===== config.mk =====
export PLATFORM = sky130hd
export DESIGN_NAME = ras_spec_ctrl_flat
export DESIGN_NICKNAME = d
export VERILOG_FILES = /design/src/rtl/ras_spec_ctrl_if.sv /design/src/rtl/ras_spec_ctrl.sv /design/src/flat_wrapper.sv
export SDC_FILE = /design/constraint.sdc
export NUM_CORES = 1
export LEC_CHECK = 0
export CAP_MARGIN = 25
export CELL_PAD_IN_SITES_DETAIL_PLACEMENT = 1
export CELL_PAD_IN_SITES_GLOBAL_PLACEMENT = 1
export CORE_UTILIZATION = 44
export DETAILED_ROUTE_END_ITERATION = 8
export GPL_ROUTABILITY_DRIVEN = 1
export HOLD_SLACK_MARGIN = 0.08
export PLACE_DENSITY_LB_ADDON = 0.1
export SYNTH_ARGS = -nofsm -noshare
export SYNTH_HDL_FRONTEND = slang
export SYNTH_SLANG_ARGS = --single-unit

===== constraint.sdc =====
create_clock -name clk_i -period 4.9 [get_ports clk_i]
set_input_delay 0.98 -clock clk_i [delete_from_list [all_inputs] [get_ports clk_i]]
set_output_delay 0.98 -clock clk_i [all_outputs]
set_load 0.01 [all_outputs]

===== src/rtl/ras_spec_ctrl_if.sv =====
// rtl/ras_spec_ctrl_if.sv - fetch request / prediction channel of the RAS speculation controller
interface ras_spec_ctrl_if #(
  parameter int XLEN = 32
);
  logic            req_valid_i;
  logic            req_ready_o;
  logic [1:0]      req_type_i;
  logic [XLEN-1:0] req_addr_i;
  logic            pred_valid_o;
  logic [XLEN-1:0] pred_addr_o;

  modport master (
    output req_valid_i, req_type_i, req_addr_i,
    input  req_ready_o, pred_valid_o, pred_addr_o
  );

  modport slave (
    input  req_valid_i, req_type_i, req_addr_i,
    output req_ready_o, pred_valid_o, pred_addr_o
  );
endinterface


===== src/rtl/ras_spec_ctrl.sv =====
// rtl/ras_spec_ctrl.sv - RAS speculation controller: serializes stack traffic, logs and unwinds speculative ops
// Optional statistics counters enabled by defining RAS_CTRL_STATS_EN.
module ras_spec_ctrl #(
  parameter int XLEN      = 32,
  parameter int LOG_DEPTH = 8
) (
  input  logic            clk_i,
  input  logic            rst_i,
  ras_spec_ctrl_if.slave  req,
  input  logic            commit_i,
  input  logic            flush_i,
  output logic            busy_o,
  output logic            ras_push_o,
  output logic            ras_pop_o,
  output logic [XLEN-1:0] ras_data_o,
  input  logic [XLEN-1:0] ras_top_i,
  input  logic            ras_empty_i
`ifdef RAS_CTRL_STATS_EN
  ,
  output logic [31:0]     stat_pred_o,
  output logic [31:0]     stat_flush_o
`endif
);
  localparam int PW = $clog2(LOG_DEPTH);
  localparam int CW = PW + 1;
  localparam logic [CW-1:0] FULL = CW'(LOG_DEPTH);

  localparam logic [1:0] K_NOP     = 2'b00;
  localparam logic [1:0] K_PUSH    = 2'b01;
  localparam logic [1:0] K_POP     = 2'b10;
  localparam logic [1:0] K_POPPUSH = 2'b11;

  typedef enum logic [1:0] {IDLE, PUSH2, UNWIND} state_t;

  state_t          state;
  logic [PW-1:0]   head;
  logic [CW-1:0]   count;
  logic            uw_second;
  logic [XLEN-1:0] push2_addr;

  logic [1:0]      log_kind  [LOG_DEPTH];
  logic [XLEN-1:0] log_saved [LOG_DEPTH];

  logic [PW-1:0]   tail_idx, young_idx;
  logic [1:0]      young_kind, new_kind;
  logic [XLEN-1:0] young_saved;
  logic            log_empty, log_full, commit_eff, accept, pop_req, relabel;
  logic [CW-1:0]   count_after_commit;

  assign tail_idx           = head + PW'(count);
  assign young_idx          = tail_idx - PW'(1);
  assign young_kind         = log_kind[young_idx];
  assign young_saved        = log_saved[young_idx];
  assign log_empty          = (count == '0);
  assign log_full           = (count == FULL);
  assign commit_eff         = commit_i && !log_empty && (state != UNWIND);
  assign count_after_commit = count - CW'(commit_eff);

  assign req.req_ready_o  = (state == IDLE) && !log_full && !flush_i && !rst_i;
  assign accept           = req.req_valid_i && req.req_ready_o;
  assign pop_req          = accept && req.req_type_i[1] && !ras_empty_i;
  assign req.pred_valid_o = pop_req;
  assign req.pred_addr_o  = pop_req ? ras_top_i : '0;
  assign busy_o           = (state != IDLE);

  // A cancelled coroutine only needs its pop undone; an empty-stack coroutine did nothing.
  assign relabel = (state == PUSH2) && flush_i && (count_after_commit != '0);

  always_comb begin
    new_kind = K_NOP;
    case (req.req_type_i)
      2'b01:   new_kind = K_PUSH;
      2'b10:   new_kind = ras_empty_i ? K_NOP  : K_POP;
      2'b11:   new_kind = ras_empty_i ? K_PUSH : K_POPPUSH;
      default: new_kind = K_NOP;
    endcase
  end

  always_comb begin
    ras_push_o = 1'b0;
    ras_pop_o  = 1'b0;
    ras_data_o = '0;
    case (state)
      IDLE: begin
        ras_pop_o = pop_req;
        if (accept && req.req_type_i == 2'b01) begin
          ras_push_o = 1'b1;
          ras_data_o = req.req_addr_i;
        end
      end
      PUSH2: begin
        if (!flush_i) begin
          ras_push_o = 1'b1;
          ras_data_o = push2_addr;
        end
      end
      UNWIND: begin
        if (!log_empty) begin
          case (young_kind)
            K_PUSH: ras_pop_o = 1'b1;
            K_POP: begin
              ras_push_o = 1'b1;
              ras_data_o = young_saved;
            end
            K_POPPUSH: begin
              if (uw_second) begin
                ras_push_o = 1'b1;
                ras_data_o = young_saved;
              end else begin
                ras_pop_o = 1'b1;
              end
            end
            default: ;
          endcase
        end
      end
      default: ;
    endcase
  end

  // Log payload needs no reset: entries are only read below count.
  always_ff @(posedge clk_i) begin
    if (accept) begin
      log_kind[tail_idx]  <= new_kind;
      log_saved[tail_idx] <= ras_top_i;
    end else if (relabel) begin
      log_kind[young_idx] <= (young_kind == K_POPPUSH) ? K_POP : K_NOP;
    end
  end

  always_ff @(posedge clk_i or posedge rst_i) begin
    if (rst_i) begin
      state      <= IDLE;
      head       <= '0;
      count      <= '0;
      uw_second  <= 1'b0;
      push2_addr <= '0;
    end else begin
      case (state)
        IDLE: begin
          head      <= head + PW'(commit_eff);
          count     <= count_after_commit + CW'(accept);
          uw_second <= 1'b0;
          if (flush_i && count_after_commit != '0) begin
            state <= UNWIND;
          end else if (accept && req.req_type_i == 2'b11) begin
            state      <= PUSH2;
            push2_addr <= req.req_addr_i;
          end
        end
        PUSH2: begin
          head      <= head + PW'(commit_eff);
          count     <= count_after_commit;
          uw_second <= 1'b0;
          state     <= relabel ? UNWIND : IDLE;
        end
        UNWIND: begin
          if (log_empty) begin
            state <= IDLE;
          end else if (young_kind == K_POPPUSH && !uw_second) begin
            uw_second <= 1'b1;
          end else begin
            uw_second <= 1'b0;
            count     <= count - CW'(1);
            if (count == CW'(1)) state <= IDLE;
          end
        end
        default: state <= IDLE;
      endcase
    end
  end

`ifdef RAS_CTRL_STATS_EN
  logic flush_unwinds;
  assign flush_unwinds = flush_i && (state != UNWIND) && (count_after_commit != '0);

  always_ff @(posedge clk_i or posedge rst_i) begin
    if (rst_i) begin
      stat_pred_o  <= '0;
      stat_flush_o <= '0;
    end else begin
      if (pop_req && stat_pred_o != '1)        stat_pred_o  <= stat_pred_o + 32'd1;
      if (flush_unwinds && stat_flush_o != '1) stat_flush_o <= stat_flush_o + 32'd1;
    end
  end
`endif
endmodule


===== src/flat_wrapper.sv =====
// flat-port wrapper written by rule: the top's interface ports become plain ports
module ras_spec_ctrl_flat 
#(
  parameter int XLEN      = 32,
  parameter int LOG_DEPTH = 8
)
  (clk_i, rst_i, commit_i, flush_i, busy_o, ras_push_o, ras_pop_o, ras_data_o, ras_top_i, ras_empty_i, req_req_valid_i, req_req_type_i, req_req_addr_i, req_req_ready_o, req_pred_valid_o, req_pred_addr_o);
  ras_spec_ctrl_if #(.XLEN(XLEN)) req_i ();
  input  logic clk_i;
  input  logic rst_i;
  input  logic commit_i;
  input  logic flush_i;
  output logic busy_o;
  output logic ras_push_o;
  output logic ras_pop_o;
  output logic [XLEN-1:0] ras_data_o;
  input  logic [XLEN-1:0] ras_top_i;
  input  logic ras_empty_i;
  input wire logic [$bits(req_i.req_valid_i)-1:0] req_req_valid_i;
  input wire logic [$bits(req_i.req_type_i)-1:0] req_req_type_i;
  input wire logic [$bits(req_i.req_addr_i)-1:0] req_req_addr_i;
  output wire logic [$bits(req_i.req_ready_o)-1:0] req_req_ready_o;
  output wire logic [$bits(req_i.pred_valid_o)-1:0] req_pred_valid_o;
  output wire logic [$bits(req_i.pred_addr_o)-1:0] req_pred_addr_o;
  assign req_i.req_valid_i = req_req_valid_i;
  assign req_i.req_type_i = req_req_type_i;
  assign req_i.req_addr_i = req_req_addr_i;
  assign req_req_ready_o = req_i.req_ready_o;
  assign req_pred_valid_o = req_i.pred_valid_o;
  assign req_pred_addr_o = req_i.pred_addr_o;
  ras_spec_ctrl #(.XLEN(XLEN), .LOG_DEPTH(LOG_DEPTH)) u_core (.clk_i(clk_i), .rst_i(rst_i), .req(req_i), .commit_i(commit_i), .flush_i(flush_i), .busy_o(busy_o), .ras_push_o(ras_push_o), .ras_pop_o(ras_pop_o), .ras_data_o(ras_data_o), .ras_top_i(ras_top_i), .ras_empty_i(ras_empty_i));
endmodule

==> results.json <==
{
  "reg2reg_slack_ps": 1230,
  "ys_warn_count": 0,
  "clk_latency_ps": 520,
  "n_antenna_cell": 0,
  "worst_slack_ps": 95.8,
  "core_area_mm2": 0.0298,
  "ys_seq_area_share_pct": 68.8,
  "syn_area_mm2": 0.0134,
  "slew_headroom_pct": 35.9,
  "finalWirelength_um": 34100,
  "crit_arrival_ps": 3820,
  "synth_edf_count": 272,
  "place_congestion": 0.766,
  "hold_depth": 1,
  "final_cells": 1329,
  "fin_nets": 1000,
  "drtIter0Drc": 628,
  "chipWidth_um": 177,
  "numCtsBuffers": 35,
  "grt_use_met1_pct": 30.1,
  "clk_path_buf_depth": 3,
  "ant_nets": 0,
  "hold_path_class": "reg2reg",
  "tightest_slew_ps": 961,
  "area_growth_pct": 25.7,
  "initial_core_util_pct": 45.0,
  "crit_start": "u_core.count[0]",
  "crit_end": "ras_data_o[6]",
  "clock-sinks": 314,
  "final.period_utilization_pct": 98.0,
  "portBuffers": 140,
  "grt_pass1_vias": 8341,
  "busiest_layer": "met2",
  "total_power_mw": 14.0,
  "first_pass_iters": 6,
  "ys_types": 48,
  "syn-num-nets": 830,
  "preCtsSetupSlack_ps": 151,
  "wl_per_cell_um": 25.6,
  "final-max-slew-violation-count": 0,
  "grt_util_met2_pct": 37.3,
  "setup.worst_path.class": "reg2out",
  "synthCells": 742,
  "irDropWorstVdd_mv": 0.959,
  "num-fill-cells": 2682,
  "grt_pass1_wl_um": 51500,
  "ctsHoldBuffers": 0,
  "grt_overflow": 0,
  "synth-async-reset-ratio_pct": 13.4,
  "synth.avg_cell_area_um2": 18.1,
  "fin_worst_skew_ps": 14.4,
  "startpoint_type": "flip-flop",
  "fp.dieH_um": 177,
  "maxCapViolations": 0,
  "met3_usage_pct": 3.79,
  "placedInstanceArea_mm2": 0.0155,
  "rows": 63,
  "period_minus_slack_ps": 4800,
  "timing.rr.end": "u_core.log_kind[3][0]",
  "ys.flop_type": "edfxtp_1",
  "dieArea_mm2": 0.0312,
  "r2r_cells": 11,
  "ys_ff_latch": 314,
  "tritoncts": "done",
  "setup_viol": 0,
  "drc_errors": 0,
  "htreeDepth": 2,
  "num_vias": 7706,
  "crit_path_max_fanout": 11,
  "cts_root_buf": "clkbuf_16",
  "cp.required_ps": 3920,
  "grt_usage_pct": 22.5,
  "hold_violations": 0,
  "cts.clk_slew.worst_paths_ps": 60,
  "finalSetupTns_ps": 0,
  "io_pins": 141,
  "drive_above_1_share_pct": 27.1,
  "via_per_inst": 5.80,
  "worst_setup_path_end_kind": "output port",
  "post-route-util_pct": 56.5,
  "antenna_found_initial": 1,
  "fin_hold_ws_ps": 512,
  "grt_max_degree": 61,
  "outcome": "finished, final reports clean",
  "dp_hpwl_um": 20600,
  "power_leakage_nw": 5.95,
  "timing.fmax_ghz": 0.208,
  "r2r_start": "u_core.count[1]",
  "p_per_area_mw_per_mm2": 831,
  "multiInputGateArea_mm2": 0.00404,
  "design_area_mm2": 0.0168,
  "seq_area_mm2": 0.00922,
  "placed_cells": 1258
}
==> layout by cell type (no fill, tap or decap), types with 3 or more instances in the layout <==
cell type | netlist | layout
dlymetal6s2s_1 | 0 | 4
buf_4 | 0 | 26
ha_1 | 15 | 12
inv_1 | 15 | 14
buf_6 | 3 | 3
nor2_4 | 0 | 3
nand2_1 | 14 | 14
a21oi_1 | 4 | 4
dlygate4sd2_1 | 0 | 19
nand2b_1 | 3 | 3
clkinv_2 | 0 | 5
mux2_2 | 68 | 68
nand3b_1 | 3 | 3
clkdlybuf4s50_1 | 0 | 107
buf_12 | 0 | 5
nor2b_1 | 5 | 5
bufinv_16 | 0 | 7
edfxtp_1 | 272 | 272
nor3_2 | 0 | 4
o21ai_0 | 16 | 16
nor2_1 | 52 | 49
clkdlybuf4s15_1 | 0 | 9
xnor2_1 | 6 | 6
mux4_2 | 68 | 68
clkbuf_16 | 0 | 37
and2_1 | 38 | 38
dfrtp_1 | 42 | 41
clkinv_1 | 0 | 7
a222oi_1 | 32 | 32
clkinvlp_4 | 0 | 4
==> layer usage <==
metal  wire length [um]  vias to the layer above
met5                  8                        -
met4                780                        2
met3               1850                       55
met2              17000                      265
met1              14500                     4051
li1                   -                     3333
==> worst max-delay path, cell delays in order (launching register included) <==
cell and delay, ps:
dfrtp_2 450, ha_4 160, inv_1 60, fa_2 480, ha_4 370, mux4_2 350, mux2_2 310, a211oi_4 210
buf_6 160, bufbuf_16 280, a222oi_1 90, nor2_1 90, dlygate4sd2_1 280
==> final cells by class <==
cell class / count / share of cell area (%)
flip-flops and latches: 314 / 54.7
multi-input cells: 369 / 24.0
repair buffers: 177 / 10.7
clock buffers: 38 / 5.45
well taps: 390 / 2.90
clock inverters: 26 / 1.93
inverters: 15 / 0.334
==> synthesized netlist by cell type, drive strengths merged (2+ instances only) <==
| cell type | n | area, um^2 |
|---|---|---|
| edfxtp | 272 | 8170 |
| mux2 | 70 | 788 |
| mux4 | 68 | 1530 |
| nor2 | 52 | 195 |
| dfrtp | 42 | 1050 |
| and2 | 38 | 238 |
| a222oi | 32 | 320 |
| clkbuf | 27 | 101 |
| o21ai | 18 | 90.1 |
| buf | 17 | 101 |
| ha | 15 | 188 |
| inv | 15 | 56.3 |
| nand2 | 14 | 52.6 |
| xnor2 | 7 | 80.1 |
| nor3 | 6 | 30.0 |
| nor2b | 5 | 31.3 |
| a21oi | 4 | 20.0 |
| nand2b | 3 | 18.8 |
| nand3 | 3 | 15.0 |
| nand3b | 3 | 22.5 |
| nor3b | 3 | 22.5 |
| nor4 | 3 | 18.8 |
| mux2i | 2 | 20.0 |
| o2111ai | 2 | 17.5 |
| o221ai | 2 | 17.5 |
| xor2 | 2 | 17.5 |
==> cells by family (layout without fill, tap and decap cells) <==
kind of cell	count (synthesis)	after routing	synth area share (%)
XOR/XNOR	10	10	0.906
multiplexers	140	140	17.5
flip-flops	314	314	68.8
AND/OR/NAND/NOR	134	134	5.04
AO/OA/AOI/OAI	69	69	4.32
buffers and inverters	59	256	1.93
adder cells (fa/ha/maj)	16	16	1.55
==> power breakdown <==
part | total [mW] | internal (mW) | switching [mW]
clock network | 2.81 | 1.73 | 1.08
logic | 7.76 | 3.90 | 3.86
registers | 3.43 | 3.27 | 0.156
==> what timing repair did <==
action,in CTS,in global routing
gates resized for setup,36,19
setup buffers,3,2
setup endpoints to repair,33,22
endpoints found under the hold margin,0,0
gates cloned,1,1
pin swaps,2,1
==> sequential cells by signal, indices dropped and copies added (netlist names) <==
name and count:
u_core.count 4, u_core.log_saved 256, u_core.head 3, u_core.state 2
u_core.uw_second 1, u_core.push2_addr 32, u_core.log_kind 16
==> how the worst min path moves through the flow <==
| stage | start | slack (ps) | end |
|---|---|---|---|
| final | u_core.push2_addr[21] | 510 | u_core.push2_addr[21] |
| after global routing | u_core.push2_addr[21] | 530 | u_core.push2_addr[21] |
| after CTS | u_core.push2_addr[17] | 510 | u_core.push2_addr[17] |
| after detailed placement | u_core.push2_addr[10] | 500 | u_core.push2_addr[10] |
| after global placement | u_core.push2_addr[14] | 490 | u_core.push2_addr[14] |
| after floorplan | u_core.push2_addr[0] | 480 | u_core.push2_addr[0] |
Note: power is estimated with default switching activity, not from simulation.
==> patch 1: new RTL, config.mk and constraints unchanged <==
Encoding of `state_t`: now one-hot (3 bits for 3 states).
--- a/src/rtl/ras_spec_ctrl.sv
+++ b/src/rtl/ras_spec_ctrl.sv
@@ -30,7 +30,7 @@
   localparam logic [1:0] K_POP     = 2'b10;
   localparam logic [1:0] K_POPPUSH = 2'b11;
 
-  typedef enum logic [1:0] {IDLE, PUSH2, UNWIND} state_t;
+  typedef enum logic [2:0] {IDLE = 3'b001, PUSH2 = 3'b010, UNWIND = 3'b100} state_t;
 
   state_t          state;
   logic [PW-1:0]   head;
Check against the original RTL: same outputs for any inputs over 4 cycles, from zero or initial values and one cycle with rst_i high; so few cycles prove little.
==> patch 1 against the unedited design <==
- routed wire length decreased by 5.4%
- synthesized area decreased by 0.49%
- die area fell by 0.48%
- design area shrank 1.9%
- setup slack better by 0.0044 ns
- global-route usage is 1.2 points lower
- sequential cell count is 1 higher
- sequential power shrank 2%
- power down 13%
- synthesized cell count decreased by 0.94%
- via count decreased by 3.5%
- first-iteration DRC count is 23% lower
- critical endpoint is now ras_data_o[11]
- largest power group unchanged
- highest routed layer is now met4
==> patch 1: results <==
{
  "vias_per_cell": 5.66,
  "grt_pass1_wl_mm": 48.8,
  "finClkSkew_ns": 0.0162,
  "grt_max_degree": 41,
  "synth_compound_area_share_pct": 5.23,
  "drcViolationCount": 0,
  "antenna_found_initial": 1,
  "antennaDiodeCount": 0,
  "routed_wl_mm": 32.2,
  "grt_pass1_vias": 8151,
  "nFillCells": 2675,
  "drt_iter0_markers": 484,
  "numCtsBuffers": 36,
  "synth-edff-count": 272,
  "drt-pass1-iter-count": 5,
  "grt_usage_pct": 21.2,
  "max_stage_delay_ns": 0.58,
  "hold_buffers": 0,
  "cts.clk_slew.worst_paths_ns": 0.06,
  "arrival_ns": 3.82,
  "hpwl_mm": 20.6,
  "gp_congestion": 0.824,
  "crit_fanout": 13,
  "cts_root_buffer": "clkbuf_16",
  "synth_xor_area_share_pct": 0.910,
  "status": "complete, no violations",
  "async_reset_ff_share_pct": 13.7,
  "cts_max_level": 2,
  "holdCritPathClass": "reg -> reg",
  "synthesis.nets": 819,
  "worst_slew_pin_slew_ns": 0.905,
  "reg_top3": "u_core.log_saved (256), u_core.push2_addr (32), u_core.log_kind (16)",
  "p_leak_uw": 0.00570,
  "worst_path_max_delay_cell": "clkdlybuf4s50_1",
  "finalSetupTns_ns": 0,
  "io_buffer_count": 140,
  "clock_latency_ns": 0.51,
  "ys_top_cells_by_area": "edfxtp_1 (61%), mux4_2 (11%), dfrtp_1 (7.9%)",
  "fin_nets": 982,
  "synth_cell_type_count": 60,
  "yosys-mux-area-fraction_pct": 16.8,
  "yosys.area_share.adder_pct": 1.18,
  "yosysSeqAreaShare_pct": 69.3,
  "yosys_warnings": 0,
  "vdd_drop_max_v": 0.000976,
  "synthTopCellsByCount": "edfxtp_1 (272), mux4_2 (68), dfrtp_1 (42)",
  "drive_gt1_share_pct": 22.2,
  "cts_buffer_depth": 3
}
[patch 1: layer usage]
metal  global-route usage (%)  wire length, um  up-vias
met1                     28.0            13300     3906
met5                        0                0        -
met2                     36.9            16500      199
met3                     3.12             1850       47
li1                         -                -     3288
met4                     5.33              531        0
[patch 1: cell families after synthesis]
kind of cell,count (synthesis)
adder cells (fa/ha/maj),12
buffers and inverters,53
AND/OR/NAND/NOR,106
multiplexers,135
flip-flops,315
AO/OA/AOI/OAI,104
XOR/XNOR,10
[patch 1: cell type report]
| class | instances | area, um^2 | share of cell area (%) |
|---|---|---|---|
| repair buffers | 167 | 1730 | 10.4 |
| clock buffers | 48 | 956 | 5.79 |
| clock inverters | 16 | 115 | 0.697 |
| well taps | 390 | 488 | 2.95 |
| multi-input cells | 367 | 3950 | 23.9 |
| flip-flops and latches | 315 | 9250 | 56.0 |
| inverters | 11 | 41.3 | 0.250 |
[patch 1: what timing repair did]
action,in CTS,in global routing
resized for setup,7,12
setup buffers,0,1
endpoints found under the setup margin,32,24
endpoints found under the hold margin,0,0
pin swaps,0,1
[patch 1: worst max-delay path, delay by kind of cell (launching register included)]
family / cells / cell delay (ns)
AOI/OAI and AO/OA: 2 / 0.34
adders and majority gates: 3 / 1.07
buffers and inverters: 3 / 0.87
DFF: 1 / 0.46
muxes: 2 / 0.57
[patch 1: worst paths after layout]
| check | startpoint | endpoint | slack, ns | cells after the start |
|---|---|---|---|---|
| max | u_core.count[0] | ras_data_o[11] | 0.10 | 10 |
| min | u_core.push2_addr[25] | u_core.push2_addr[25] | 0.50 | 1 |
| max reg2reg | u_core.count[0] | u_core.log_kind[5][1] | 1.13 | 11 |
| min reg2reg | u_core.push2_addr[25] | u_core.push2_addr[25] | 0.50 | 1 |
| max in group asynchronous | rst_i | u_core.push2_addr[19] | 3.41 | 3 |
| min in group asynchronous | rst_i | u_core.count[0] | 0.93 | 2 |
[patch 1: metrics by stage]
stage	instances	util [%]	power, uW	area (um^2)	setup WS [ns]
6_report	1314	55.6	12200	16500	0.100
5_1_grt	1314	55.6	12800	16500	0.0137
4_1_cts	1313	55.5	12300	16500	0.0344
3_5_place_dp	1249	51.8	9720	15400	0.295
3_3_place_gp	1248	51.7	9560	15400	0.450
2_1_floorplan	735	-	7760	13300	0.517
[patch 1: where the power goes]
part	leakage [uW]	switching (uW)	internal, uW
combinational	0.00218	3330	3040
sequential	0.00299	144	3230
clock	0.000522	1010	1430
total	0.00570	4480	7690
==> patch 2: new RTL, same flow settings <==
Made on the original files. `XLEN` is set to 32 in 3 places; all go to 28.
--- a/src/rtl/ras_spec_ctrl_if.sv
+++ b/src/rtl/ras_spec_ctrl_if.sv
@@ -1,6 +1,6 @@
 // rtl/ras_spec_ctrl_if.sv - fetch request / prediction channel of the RAS speculation controller
 interface ras_spec_ctrl_if #(
-  parameter int XLEN = 32
+  parameter int XLEN = 28
 );
   logic            req_valid_i;
   logic            req_ready_o;
--- a/src/rtl/ras_spec_ctrl.sv
+++ b/src/rtl/ras_spec_ctrl.sv
@@ -1,7 +1,7 @@
 // rtl/ras_spec_ctrl.sv - RAS speculation controller: serializes stack traffic, logs and unwinds speculative ops
 // Optional statistics counters enabled by defining RAS_CTRL_STATS_EN.
 module ras_spec_ctrl #(
-  parameter int XLEN      = 32,
+  parameter int XLEN      = 28,
   parameter int LOG_DEPTH = 8
 ) (
   input  logic            clk_i,
--- a/src/flat_wrapper.sv
+++ b/src/flat_wrapper.sv
@@ -1,7 +1,7 @@
 // flat-port wrapper written by rule: the top's interface ports become plain ports
 module ras_spec_ctrl_flat 
 #(
-  parameter int XLEN      = 32,
+  parameter int XLEN      = 28,
   parameter int LOG_DEPTH = 8
 )
   (clk_i, rst_i, commit_i, flush_i, busy_o, ras_push_o, ras_pop_o, ras_data_o, ras_top_i, ras_empty_i, req_req_valid_i, req_req_type_i, req_req_addr_i, req_req_ready_o, req_pred_valid_o, req_pred_addr_o);
Ports: changed (resized ras_data_o, ras_top_i, req_pred_addr_o and req_req_addr_i); port bits go from 141 to 125. The function was not compared with the original's and may differ.
==> patch 2 against the unedited design <==
- routed wire length decreased by 12%
- sequential cell count is 36 lower
- fmax rose by 0.28%
- synthesized area fell by 11%
- utilization shrank 0.18 points
- combinational power decreased by 14%
- sequential share of layout area is 0.20 points higher
- count of clock-buffer cells in the layout rose by 9
- power shrank 15%
- hold slack got worse by 0.0048 ns
- design area shrank 12%
- via count down 10%
- setup slack better by 0.013 ns
- global-route usage down 0.38 points
- largest cell class unchanged
- largest power group unchanged
==> patch 2: results <==
{
  "crit_fanout": 17,
  "drt-pass1-iter-count": 8,
  "drt_iter0_markers": 535,
  "yosysSeqAreaShare_pct": 68.2,
  "drt-met1-wl_mm": 13.0,
  "hpwl_mm": 18.9,
  "routed_wl_mm": 30.0,
  "gp_congestion": 0.799,
  "route.met2.wl_mm": 15.0,
  "synthTopCellsByCount": "edfxtp_1 (240), mux2_2 (61), mux4_2 (60)",
  "grt_usage_pct": 22.1,
  "synth_cell_type_count": 49,
  "numCtsBuffers": 30,
  "io_buffer_count": 124,
  "antenna_found_initial": 0,
  "reg_top3": "u_core.log_saved (224), u_core.push2_addr (28), u_core.log_kind (16)",
  "ys_top_cells_by_area": "edfxtp_1 (60%), mux4_2 (11%), dfrtp_1 (7.9%)",
  "status": "complete, no violations",
  "vdd_drop_max_v": 0.000794,
  "slew-limit-headroom_pct": 35.4,
  "nFillCells": 2352,
  "async_reset_ff_share_pct": 13.7,
  "p_leak_uw": 0.00524,
  "grt_pass1_wl_mm": 45.9,
  "wl_met3_mm": 1.43,
  "cts_max_level": 1,
  "finClkSkew_ns": 0.0277,
  "antennaDiodeCount": 0,
  "grt_pass1_vias": 7603
}
patch 2: cell types whose count changed after synthesis, sizes merged:
cell    change
edfxtp     -32
mux2        -8
mux4        -8
a222oi      -4
and2        -4
dfrtp       -4
nor2        -4
clkbuf      -2
buf         -1
patch 2: per-stage QoR:
step / util, % / hold WS, ns / instance area [um^2] / worst slack, ns / total power (uW)
floorplan: - / 0.480 / 12000 / 0.0734 / 7660
global placement: 52.3 / 0.488 / 13800 / 0.330 / 9430
detailed placement: 52.3 / 0.498 / 13800 / 0.219 / 9590
CTS: 56.1 / 0.511 / 14800 / 0.0400 / 11900
global route: 56.3 / 0.523 / 14800 / -0.0114 / 12600
finish: 56.3 / 0.507 / 14800 / 0.109 / 11900
patch 2: logic make-up after synthesis:
kind of cell	share of synthesized area (%)
adders and majority gates	1.74
muxes	17.3
AOI/OAI and AO/OA	4.39
buffers and inverters	2.04
and+or+nand+nor	5.31
xor gates and xnor gates	1.01
DFF	68.2
patch 2: area by class of cell:
type | count | area, um^2 | share of cell area (%)
flip-flops and latches | 278 | 8160 | 54.9
clock inverters | 9 | 66.3 | 0.447
inverters | 15 | 56.3 | 0.379
repair buffers | 162 | 1560 | 10.5
multi-input cells | 341 | 3680 | 24.8
well taps | 335 | 419 | 2.82
clock buffers | 47 | 906 | 6.10
patch 2: worst paths after layout:
path / cells after the start / from / slack, ns / endpoint
worst max-delay path: 12 / u_core.count[0] / 0.11 / ras_data_o[24]
worst min-delay path: 1 / u_core.push2_addr[9] / 0.51 / u_core.push2_addr[9]
worst max register to register: 10 / u_core.count[1] / 1.18 / u_core.log_kind[4][1]
worst min register to register: 1 / u_core.push2_addr[9] / 0.51 / u_core.push2_addr[9]
max in group asynchronous: 3 / rst_i / 3.50 / u_core.push2_addr[26]
min in group asynchronous: 2 / rst_i / 0.84 / u_core.head[1]
patch 2: per-layer routing:
metal / global-route usage [%] / vias to the layer above
met5: 0 / -
met4: 6.12 / 0
met3: 3.30 / 45
met2: 37.9 / 202
met1: 29.3 / 3648
li1: - / 3010
patch 2: timing repair:
item / in CTS / in global routing
resized for setup: 39 / 9
buffers inserted: 2 / 1
hold buffers: 0 / 0
pin swaps: 2 / 2
gates cloned: 1 / 0
setup endpoints to repair: 29 / 26
patch 2: power by group through the flow:
stage	combinational, uW	sequential (uW)	clock [uW]
floorplan	4610	3040	0
global placement	6370	3060	0
detailed placement	6490	3090	0
CTS	6610	3050	2240
global route	7160	3070	2320
finish	6660	3050	2200
